[src/rtl/memory_access_stage_if.sv]
// Bundles the execute-side input, data-memory port and writeback output of the
// memory access stage; "slave" is the stage itself, "master" is its environment.
interface memory_access_stage_if #(
  parameter int DATA_WIDTH = 48,
  parameter int ADDR_WIDTH = 16
);
  logic                  inValid;
  logic                  inReady;
  logic [DATA_WIDTH-1:0] aluResult;
  logic [DATA_WIDTH-1:0] storeData;
  logic                  memRead;
  logic                  memWrite;
  logic                  regWrite;
  logic                  isScalar;
  logic [4:0]            destReg;
  logic [3:0]            flagsIn;

  logic                  memReq;
  logic                  memWe;
  logic [ADDR_WIDTH-1:0] memAddr;
  logic [DATA_WIDTH-1:0] memWdata;
  logic [DATA_WIDTH-1:0] memRdata;
  logic                  memAck;

  logic                  wbValid;
  logic                  wbReady;
  logic [DATA_WIDTH-1:0] wbData;
  logic [4:0]            wbDest;
  logic                  wbRegWrite;
  logic                  wbIsScalar;
  logic [3:0]            wbFlags;
  logic                  memError;

  modport slave (
    input  inValid, aluResult, storeData, memRead, memWrite, regWrite, isScalar,
           destReg, flagsIn, memRdata, memAck, wbReady,
    output inReady, memReq, memWe, memAddr, memWdata,
           wbValid, wbData, wbDest, wbRegWrite, wbIsScalar, wbFlags, memError
  );

  modport master (
    output inValid, aluResult, storeData, memRead, memWrite, regWrite, isScalar,
           destReg, flagsIn, memRdata, memAck, wbReady,
    input  inReady, memReq, memWe, memAddr, memWdata,
           wbValid, wbData, wbDest, wbRegWrite, wbIsScalar, wbFlags, memError
  );
endinterface

[src/rtl/memory_access_stage.sv]
// Pipeline memory stage: forwards ALU results in one cycle, or performs one
// data-memory load/store with ack handshake and wait-cycle timeout.
module memory_access_stage #(
  parameter int DATA_WIDTH = 48,
  parameter int ADDR_WIDTH = 16,
  parameter int TIMEOUT    = 15
) (
  input  logic                  clk,
  input  logic                  rst_n,
  memory_access_stage_if.slave  bus
);

  typedef enum logic [1:0] {
    S_IDLE,
    S_ACCESS,
    S_HOLD
  } state_t;

  localparam logic [3:0] LP_LAST_WAIT = 4'(TIMEOUT - 1);

  state_t                r_state;
  logic [3:0]            r_wait_cnt;
  logic                  r_mem_req;
  logic                  r_mem_we;
  logic [ADDR_WIDTH-1:0] r_mem_addr;
  logic [DATA_WIDTH-1:0] r_mem_wdata;
  logic                  r_wb_valid;
  logic [DATA_WIDTH-1:0] r_wb_data;
  logic [4:0]            r_wb_dest;
  logic                  r_wb_reg_write;
  logic                  r_wb_is_scalar;
  logic [3:0]            r_wb_flags;
  logic                  r_mem_error;

  logic                  r_op_store;
  logic [DATA_WIDTH-1:0] r_op_alu;
  logic [4:0]            r_op_dest;
  logic                  r_op_reg_write;
  logic                  r_op_is_scalar;
  logic [3:0]            r_op_flags;
  logic [DATA_WIDTH-1:0] r_hold_data;
  logic                  r_hold_reg_write;

  logic                  w_in_ready;
  logic                  w_fire;
  logic                  w_is_mem;
  logic                  w_timeout;
  logic                  w_done;
  logic                  w_wb_blocked;
  logic [DATA_WIDTH-1:0] w_res_data;
  logic                  w_res_reg_write;

  assign w_in_ready   = (r_state == S_IDLE) && (!r_wb_valid || bus.wbReady);
  assign w_fire       = bus.inValid && w_in_ready;
  assign w_is_mem     = bus.memRead || bus.memWrite;
  assign w_timeout    = (r_state == S_ACCESS) && !bus.memAck && (r_wait_cnt == LP_LAST_WAIT);
  assign w_done       = (r_state == S_ACCESS) && (bus.memAck || w_timeout);
  assign w_wb_blocked = r_wb_valid && !bus.wbReady;

  // A timed-out load writes back zero; a store always returns its address operand.
  assign w_res_data      = r_op_store ? r_op_alu : (bus.memAck ? bus.memRdata : '0);
  assign w_res_reg_write = r_op_reg_write && !r_op_store;

  always_ff @(posedge clk or negedge rst_n) begin
    if (!rst_n) begin
      r_state          <= S_IDLE;
      r_wait_cnt       <= '0;
      r_mem_req        <= 1'b0;
      r_mem_we         <= 1'b0;
      r_mem_addr       <= '0;
      r_mem_wdata      <= '0;
      r_wb_valid       <= 1'b0;
      r_wb_data        <= '0;
      r_wb_dest        <= '0;
      r_wb_reg_write   <= 1'b0;
      r_wb_is_scalar   <= 1'b0;
      r_wb_flags       <= '0;
      r_mem_error      <= 1'b0;
      r_op_store       <= 1'b0;
      r_op_alu         <= '0;
      r_op_dest        <= '0;
      r_op_reg_write   <= 1'b0;
      r_op_is_scalar   <= 1'b0;
      r_op_flags       <= '0;
      r_hold_data      <= '0;
      r_hold_reg_write <= 1'b0;
    end else begin
      if (r_wb_valid && bus.wbReady) begin
        r_wb_valid <= 1'b0;
      end

      case (r_state)
        S_IDLE: begin
          if (w_fire) begin
            r_op_store     <= bus.memWrite;
            r_op_alu       <= bus.aluResult;
            r_op_dest      <= bus.destReg;
            r_op_reg_write <= bus.regWrite;
            r_op_is_scalar <= bus.isScalar;
            r_op_flags     <= bus.flagsIn;
            if (w_is_mem) begin
              r_state     <= S_ACCESS;
              r_wait_cnt  <= '0;
              r_mem_req   <= 1'b1;
              r_mem_we    <= bus.memWrite;
              r_mem_addr  <= bus.aluResult[ADDR_WIDTH-1:0];
              r_mem_wdata <= bus.storeData;
            end else begin
              r_wb_valid     <= 1'b1;
              r_wb_data      <= bus.aluResult;
              r_wb_dest      <= bus.destReg;
              r_wb_reg_write <= bus.regWrite;
              r_wb_is_scalar <= bus.isScalar;
              r_wb_flags     <= bus.flagsIn;
            end
          end
        end

        S_ACCESS: begin
          if (!bus.memAck) begin
            r_wait_cnt <= r_wait_cnt + 4'd1;
          end
          if (w_done) begin
            r_mem_req <= 1'b0;
            r_mem_we  <= 1'b0;
            if (w_timeout) begin
              r_mem_error <= 1'b1;
            end
            // Park the result if the previous writeback has not been taken yet.
            if (w_wb_blocked) begin
              r_hold_data      <= w_res_data;
              r_hold_reg_write <= w_res_reg_write;
              r_state          <= S_HOLD;
            end else begin
              r_wb_valid     <= 1'b1;
              r_wb_data      <= w_res_data;
              r_wb_dest      <= r_op_dest;
              r_wb_reg_write <= w_res_reg_write;
              r_wb_is_scalar <= r_op_is_scalar;
              r_wb_flags     <= r_op_flags;
              r_state        <= S_IDLE;
            end
          end
        end

        S_HOLD: begin
          if (bus.wbReady) begin
            r_wb_valid     <= 1'b1;
            r_wb_data      <= r_hold_data;
            r_wb_dest      <= r_op_dest;
            r_wb_reg_write <= r_hold_reg_write;
            r_wb_is_scalar <= r_op_is_scalar;
            r_wb_flags     <= r_op_flags;
            r_state        <= S_IDLE;
          end
        end

        default: r_state <= S_IDLE;
      endcase
    end
  end

  assign bus.inReady    = w_in_ready;
  assign bus.memReq     = r_mem_req;
  assign bus.memWe      = r_mem_we;
  assign bus.memAddr    = r_mem_addr;
  assign bus.memWdata   = r_mem_wdata;
  assign bus.wbValid    = r_wb_valid;
  assign bus.wbData     = r_wb_data;
  assign bus.wbDest     = r_wb_dest;
  assign bus.wbRegWrite = r_wb_reg_write;
  assign bus.wbIsScalar = r_wb_is_scalar;
  assign bus.wbFlags    = r_wb_flags;
  assign bus.memError   = r_mem_error;

endmodule

[src/flat_wrapper.sv]
// flat-port wrapper written by rule: the top's interface ports become plain ports
module memory_access_stage_flat 
#(
  parameter int DATA_WIDTH = 48,
  parameter int ADDR_WIDTH = 16,
  parameter int TIMEOUT    = 15
)
  (clk, rst_n, bus_inValid, bus_aluResult, bus_storeData, bus_memRead, bus_memWrite, bus_regWrite, bus_isScalar, bus_destReg, bus_flagsIn, bus_memRdata, bus_memAck, bus_wbReady, bus_inReady, bus_memReq, bus_memWe, bus_memAddr, bus_memWdata, bus_wbValid, bus_wbData, bus_wbDest, bus_wbRegWrite, bus_wbIsScalar, bus_wbFlags, bus_memError);
  memory_access_stage_if #(.DATA_WIDTH(DATA_WIDTH), .ADDR_WIDTH(ADDR_WIDTH)) bus_i ();
  input  logic clk;
  input  logic rst_n;
  input wire logic [$bits(bus_i.inValid)-1:0] bus_inValid;
  input wire logic [$bits(bus_i.aluResult)-1:0] bus_aluResult;
  input wire logic [$bits(bus_i.storeData)-1:0] bus_storeData;
  input wire logic [$bits(bus_i.memRead)-1:0] bus_memRead;
  input wire logic [$bits(bus_i.memWrite)-1:0] bus_memWrite;
  input wire logic [$bits(bus_i.regWrite)-1:0] bus_regWrite;
  input wire logic [$bits(bus_i.isScalar)-1:0] bus_isScalar;
  input wire logic [$bits(bus_i.destReg)-1:0] bus_destReg;
  input wire logic [$bits(bus_i.flagsIn)-1:0] bus_flagsIn;
  input wire logic [$bits(bus_i.memRdata)-1:0] bus_memRdata;
  input wire logic [$bits(bus_i.memAck)-1:0] bus_memAck;
  input wire logic [$bits(bus_i.wbReady)-1:0] bus_wbReady;
  output wire logic [$bits(bus_i.inReady)-1:0] bus_inReady;
  output wire logic [$bits(bus_i.memReq)-1:0] bus_memReq;
  output wire logic [$bits(bus_i.memWe)-1:0] bus_memWe;
  output wire logic [$bits(bus_i.memAddr)-1:0] bus_memAddr;
  output wire logic [$bits(bus_i.memWdata)-1:0] bus_memWdata;
  output wire logic [$bits(bus_i.wbValid)-1:0] bus_wbValid;
  output wire logic [$bits(bus_i.wbData)-1:0] bus_wbData;
  output wire logic [$bits(bus_i.wbDest)-1:0] bus_wbDest;
  output wire logic [$bits(bus_i.wbRegWrite)-1:0] bus_wbRegWrite;
  output wire logic [$bits(bus_i.wbIsScalar)-1:0] bus_wbIsScalar;
  output wire logic [$bits(bus_i.wbFlags)-1:0] bus_wbFlags;
  output wire logic [$bits(bus_i.memError)-1:0] bus_memError;
  assign bus_i.inValid = bus_inValid;
  assign bus_i.aluResult = bus_aluResult;
  assign bus_i.storeData = bus_storeData;
  assign bus_i.memRead = bus_memRead;
  assign bus_i.memWrite = bus_memWrite;
  assign bus_i.regWrite = bus_regWrite;
  assign bus_i.isScalar = bus_isScalar;
  assign bus_i.destReg = bus_destReg;
  assign bus_i.flagsIn = bus_flagsIn;
  assign bus_i.memRdata = bus_memRdata;
  assign bus_i.memAck = bus_memAck;
  assign bus_i.wbReady = bus_wbReady;
  assign bus_inReady = bus_i.inReady;
  assign bus_memReq = bus_i.memReq;
  assign bus_memWe = bus_i.memWe;
  assign bus_memAddr = bus_i.memAddr;
  assign bus_memWdata = bus_i.memWdata;
  assign bus_wbValid = bus_i.wbValid;
  assign bus_wbData = bus_i.wbData;
  assign bus_wbDest = bus_i.wbDest;
  assign bus_wbRegWrite = bus_i.wbRegWrite;
  assign bus_wbIsScalar = bus_i.wbIsScalar;
  assign bus_wbFlags = bus_i.wbFlags;
  assign bus_memError = bus_i.memError;
  memory_access_stage #(.DATA_WIDTH(DATA_WIDTH), .ADDR_WIDTH(ADDR_WIDTH), .TIMEOUT(TIMEOUT)) u_core (.clk(clk), .rst_n(rst_n), .bus(bus_i));
endmodule
[config.mk]
export PLATFORM = sky130hd
export DESIGN_NAME = memory_access_stage_flat
export DESIGN_NICKNAME = d
export VERILOG_FILES = /design/src/rtl/memory_access_stage_if.sv /design/src/rtl/memory_access_stage.sv /design/src/flat_wrapper.sv
export SDC_FILE = /design/constraint.sdc
export NUM_CORES = 1
export LEC_CHECK = 0
export ABC_AREA = 1
export ABC_CLOCK_PERIOD_IN_PS = 1940
export CORE_UTILIZATION = 37
export DETAILED_ROUTE_END_ITERATION = 8
export GPL_TIMING_DRIVEN = 1
export HOLD_SLACK_MARGIN = 0.05
export SETUP_SLACK_MARGIN = 0.02
export SYNTH_ARGS = -nofsm -noshare
export SYNTH_HDL_FRONTEND = slang
export SYNTH_SLANG_ARGS = --single-unit
[constraint.sdc]
create_clock -name clk -period 1.94 [get_ports clk]
set_input_delay 0.388 -clock clk [delete_from_list [all_inputs] [get_ports clk]]
set_output_delay 0.388 -clock clk [all_outputs]
set_load 0.005 [all_outputs]
After elaboration in Yosys (flattened, before gate mapping)
Index checks and enable logic that the tools add are counted.
- reduce and logical (&&, ||, !) cells: 26
- add/sub/neg operators: 1
- mux-type cells: 56
- equal/unequal tests: 10
- operators by type and width (cell ; count):
    48-bit two-way mux ; 7
    48-bit case mux with 3 select lines ; 1
    4-bit two-way mux ; 8
    5-bit two-way mux ; 5
    1-bit two-way mux ; 21
    5-bit case mux with 3 select lines ; 1
    4-bit case mux with 3 select lines ; 1
    4-bit AND reduction ; 3
    2-bit two-way mux ; 5
    1-bit case mux with 3 select lines ; 3
    3-bit AND reduction ; 3
    1-bit logical AND ; 8
    2-bit != test (second input constant) ; 4
    4-bit case mux with 2 select lines ; 1
    2-bit by 1-bit != test with 1-bit output (second input constant) ; 3
    2-bit case mux with 3 select lines ; 1
    6-bit AND reduction ; 1
    4-bit by 1-bit adder with 4-bit output (second input constant) ; 1
    4-bit == test (second input constant) ; 1
    1-bit logical NOT ; 4
    1-bit case mux with 2 select lines ; 2
    1-bit logical OR ; 3
    3-bit nonzero test ; 1
    2-bit by 1-bit == test with 1-bit output (second input constant) ; 1
    4 further kinds ; 4
- output and inout bits: 128
- flip-flop bits (word level): 242
- input bits: 162

Longest topological paths before layout
- depth after elaboration: 7
- depth in mapped cells: 13
- mapped depth without buffers: 10

Worst setup path after synthesis
No wires, ideal clock.
- path kind: register to register
- from: reg u_core.r_state[0]
- to: reg u_core.r_wb_data[0], in the netlist u_core.bus.wbData[0]
- arrival: 1.568 ns
- slack: 0.307 ns
- stages on the path, launching flop included: 10
- buffers on the path: 3
- data required time: 1.875 ns
- cells stage by stage: dfrtp_1 -> inv_1 -> ha_1 -> buf_2 -> buf_4 -> clkbuf_1 -> nor2_1 -> a21oi_1 -> nand2_1 -> nand2_1
- cells in the longest elaborated chain, start to end: 7
- ends and longest elaborated chain (element ; line ; source):
    start: declaration ; memory_access_stage.sv:21 ; state_t r_state;
    start signal: assignment ; memory_access_stage.sv:66 ; r_state <= S_IDLE;
    start signal: assignment ; memory_access_stage.sv:102 ; r_state <= S_ACCESS;
    start signal: assignment ; memory_access_stage.sv:133 ; r_state <= S_HOLD;
    2-bit by 1-bit == test with 1-bit output ; memory_access_stage.sv:56, memory_access_stage.sv:57, memory_access_stage.sv:92 ;
    1-bit logical AND (2 in a row) ; memory_access_stage.sv:56 ; assign w_timeout = (r_state == S_ACCESS) && !bus.memAck && (r_wait_cnt == LP_LAST_WAIT);
    1-bit logical OR ; memory_access_stage.sv:57 ; assign w_done = (r_state == S_ACCESS) && (bus.memAck || w_timeout);
    1-bit logical AND ; memory_access_stage.sv:57 ;
    2-bit by 1-bit != test with 1-bit output (no source line) ; n/a ;
    6-bit AND reduction (no source line) ; n/a ;
    end signal: assignment ; memory_access_stage.sv:110 ; r_wb_data <= bus.aluResult;
    end signal: assignment ; memory_access_stage.sv:136 ; r_wb_data <= w_res_data;
    end signal: assignment ; memory_access_stage.sv:149 ; r_wb_data <= r_hold_data;
    end: declaration ; memory_access_stage.sv:28 ; logic [DATA_WIDTH-1:0] r_wb_data;
Several ways; a longest one is shown, not always the timed one.
A chain may end at the register's enable or synchronous reset.

Worst setup path after layout
- from: reg u_core.r_wb_data[28], in the netlist u_core.bus.wbData[28]
- to: out bus_wbData[28]
- RTL lines (element ; line ; source):
    end: declaration ; flat_wrapper.sv:30 ; output wire logic [$bits(bus_i.wbData)-1:0] bus_wbData;
No word-level cell between the ends.

==> summary.md <==
| Metric | Value |
|---|---|
| Antenna cells | `0` |
| Worst Tran Pin Value | `0.492 ns` |
| Antenna violations before repair | `1` |
| Worst Setup Start Kind | `register` |
| Total power draw | `27.2 mW` |
| Worst EP arrival | `1.48 ns` |
| Worst vdd ir | `0.00103 V` |
| Hold slack final | `0.288 ns` |
| Worst Hold Class | `in2reg` |
| R2R Path End | `u_core.bus.wbData[4]` |
| GP Congestion | `0.822` |
| EDFF count, synth | `0` |
| Yosys warning count | `0` |
| Residual DRC | `0` |
| Main synth FF type | `dfrtp_1` |
| Synth async-reset ratio | `100%` |
| Clock power share | `19.6%` |
| Routed vias/inst | `4.83` |
| Post-synthesis sequential area ratio | `54.1%` |
| Worst r2r src | `u_core.r_state[1]` |
| Rows | `63` |
| CP Capture Point | `bus_wbData[28]` |
| Post-route ant nets | `0` |
| Max-Cap Viols | `0` |
| Sw power | `between 10 and 15 mW` |
| Max Fclk | `536 MHz` |
| Clk_skew | `around 0.0090 ns` |
| Pre-CTS WS | `-0.0728 ns` |
| Flop pwr share | `31.6%` |
| Max-slew violations | `0` |
| Crit path max-delay family | `buffers and inverters` |
| Layout area overhead | `41.4%` |
| Critical path capture point type | `output port` |
| Crit path time final | `about 1.9 ns` |
| Die W | `176 microns` |
| Initial Util | `between 30% and 40%` |
| CP Cell Sequence | `clkdlybuf4s50_1` |
| Top sig layer | `met5` |
| Most frequent cells in the layout | `783 x nand2_1, 286 x clkdlybuf4s50_1, 241 x dfrtp_1` |
| WP depth | `1` |
| Synth area leaders | `dfrtp_1 54%, nand2_1 26%, a21oi_1 4.4%` |
| Final wirelength | `35.6 mm` |
| Vias in the first global route | `10558` |
| DP HPWL | `23.3 mm` |
| # IOs | `290` |
| CTS H-tree lvls | `1` |
| Reg2Reg Depth | `12` |
| Worst Setup SP | `u_core.bus.wbData[28]` |
| Crit path required time | `approximately 1.6 ns` |
| Setup violators final | `0` |
| Met2 wire len | `16.7 mm` |
| Syn nets | `1624` |
| Met3 WL post-DR | `2.87 mm` |
| Sw Ratio | `about two fifths` |
| First drt pass iteration count | `5` |
| Post-Syn Area | `0.0112 sq mm` |
| Internal power | `~17 mW` |
| Final hold violations | `0` |
| DR WL/cell | `about 17 microns` |
| DR vias | `approximately 10000` |
| Syn avg cell area | `approximately 7.7 sq um` |
| Core area | `0.0297 sq mm` |
| Global route overflow | `0` |
| CTS clk-pin slew, worst paths | `around 0.060 ns` |
| Max_slew headroom | `67.2%` |
| Post-synth top area cell | `dfrtp_1` |
| Post-synth top area share | `a little over half` |
| Reg2Reg Setup Slack | `0.13 ns` |
| Worst skew pair latency | `0.54 ns` |
| Gr usage total | `about a quarter` |
| Status | `completed` |
| # clock sinks | `around 240` |
| Nets | `1913` |
| I/O Buffers | `289` |
| Die area | `roughly 0.03 sq mm` |
| Drt first-iter violations | `roughly 800` |
| Cts bufs inserted | `27` |
| Clk root buf | `clkbuf_16` |
| Period utilisation layout | `96.2%` |
| CTS tree | `yes` |
| Comb power frac | `between 40% and 50%` |
| Pin count of the biggest net entering global routing | `58` |
| Worst path slowest cell | `clkdlybuf4s50_1` |
| Yosys reg bits | `242` |
| Synth Instances | `1455` |
| Post-synthesis cell type count | `26` |
| Unrepaired setup endpoints after global routing | `false` |
| Layout cells sized above 1 | `7.60%` |
| Crit Path Class | `reg2out` |
| P_leak | `7.96 nW` |
| Chip height | `between 150 and 200 microns` |
| Met1 Wirelength | `~15 mm` |
| First-pass GRT wire length | `57.0 mm` |
| Setup TNS | `0 ns` |
| Crit Path Max Fanout | `2` |
| CTS max path bufs | `3` |
| CP Buf/Inv Count | `1` |
| Final setup margin | `0.0740 ns` |
| CP peak stage delay | `about 0.6 ns` |
| Pwr Density | `1720 mW/mm^2` |
| Most common cell after layout, fill and taps aside | `nand2_1` |
[worst reg2reg max path: stages (launching register included)]
cell,delay [ns]
dfrtp_1,0.37
inv_2,0.07
buf_4,0.14
ha_4,0.17
inv_4,0.10
nor2_4,0.06
nand2_2,0.10
inv_2,0.05
nor2_1,0.18
nand2_4,0.11
buf_12,0.19
nand2_1,0.10
nand2_1,0.05
[state kept, by name, indices dropped and copies added, names as in the netlist, 2 cells and up]
signal,cells
u_core.bus.memAddr,16
u_core.bus.memWdata,48
u_core.bus.wbData,48
u_core.bus.wbDest,5
u_core.bus.wbFlags,4
u_core.r_hold_data,48
u_core.r_op_alu,48
u_core.r_op_dest,5
u_core.r_op_flags,4
u_core.r_state,2
u_core.r_wait_cnt,4
[what timing repair did]
item                                   in CTS  in global routing
buffers inserted                            5                  1
endpoints found under the hold margin      45                  0
hold buffers                                1                  0
pin swaps                                   2                  0
cloned                                      0                  1
gates resized for setup                     8                  5
setup endpoints to repair                   1                 62
[power groups by stage]
| stage | combinational, mW | clock [mW] | sequential (mW) |
|---|---|---|---|
| 2_1_floorplan | 7.07 | 0 | 8.51 |
| 3_3_place_gp | 13.0 | 0 | 8.64 |
| 3_5_place_dp | 13.2 | 0 | 8.63 |
| 4_1_cts | 13.4 | 5.46 | 8.59 |
| 5_1_grt | 14.9 | 5.67 | 8.86 |
| 6_report | 13.3 | 5.33 | 8.60 |
[Yosys cell counts, types with 2 or more instances]
cell type	count
nand3_1	60
nor2_1	57
nand2_2	5
ha_1	7
a21oi_1	99
nor2_4	3
buf_1	4
o21ai_0	27
clkbuf_1	23
buf_4	9
mux2i_1	8
nor2_2	2
buf_6	6
o21ai_1	27
nand2_1	783
dfrtp_1	242
buf_2	44
inv_2	7
inv_1	34
nand4_1	2
[final cells by class]
cell class / instances / area, sq um
Timing Repair Buffer: 347 / 3630
Fill cell: 2811 / 13900
Clock inverter: 14 / 151
Multi-Input combinational cell: 1084 / 4550
Sequential cell: 242 / 6060
Inverter: 42 / 168
Tap cell: 390 / 488
Clock buffer: 35 / 776
[logic make-up (layout without fill, tap and decap cells)]
logic type | count (synthesis) | after routing | synth area share, %
simple gates | 914 | 914 | 31.8
flops | 242 | 242 | 54.1
compound gates | 154 | 154 | 6.91
buf+inv | 129 | 438 | 5.56
mux | 8 | 8 | 0.716
fa+ha+maj | 7 | 7 | 0.783
xor+xnor | 1 | 1 | 0.0783
[worst min-delay path by stage]
stage                from                     to  slack [ns]  depth (start not counted)
4_1_cts        bus_memAck   u_core.r_wait_cnt[1]        0.27                          4
6_report       bus_memAck   u_core.r_wait_cnt[0]        0.29                          4
5_1_grt        bus_memAck   u_core.r_wait_cnt[0]        0.31                          4
3_5_place_dp        rst_n  u_core.bus.wbData[39]        0.37                          1
3_3_place_gp        rst_n  u_core.bus.wbData[39]        0.36                          1
2_1_floorplan       rst_n  u_core.bus.memAddr[0]        0.09                          0
[metrics by stage]
stage | instance area [sq um] | cells | util [%]
2_1_floorplan | 11200 | 1455 | -
3_5_place_dp | 14800 | 2097 | 49.7
4_1_cts | 15800 | 2152 | 53.0
3_3_place_gp | 14800 | 2097 | 49.7
5_1_grt | 15800 | 2154 | 53.2
6_report | 15800 | 2154 | 53.2
[layer usage]
layer / GRT usage (%) / vias to the layer above
li1: - / 5105
met1: 30.1 / 4888
met2: 39.1 / 361
met3: 6.00 / 44
met4: 5.11 / 2
met5: 0 / -
Note: power is estimated with default switching activity, not from simulation.
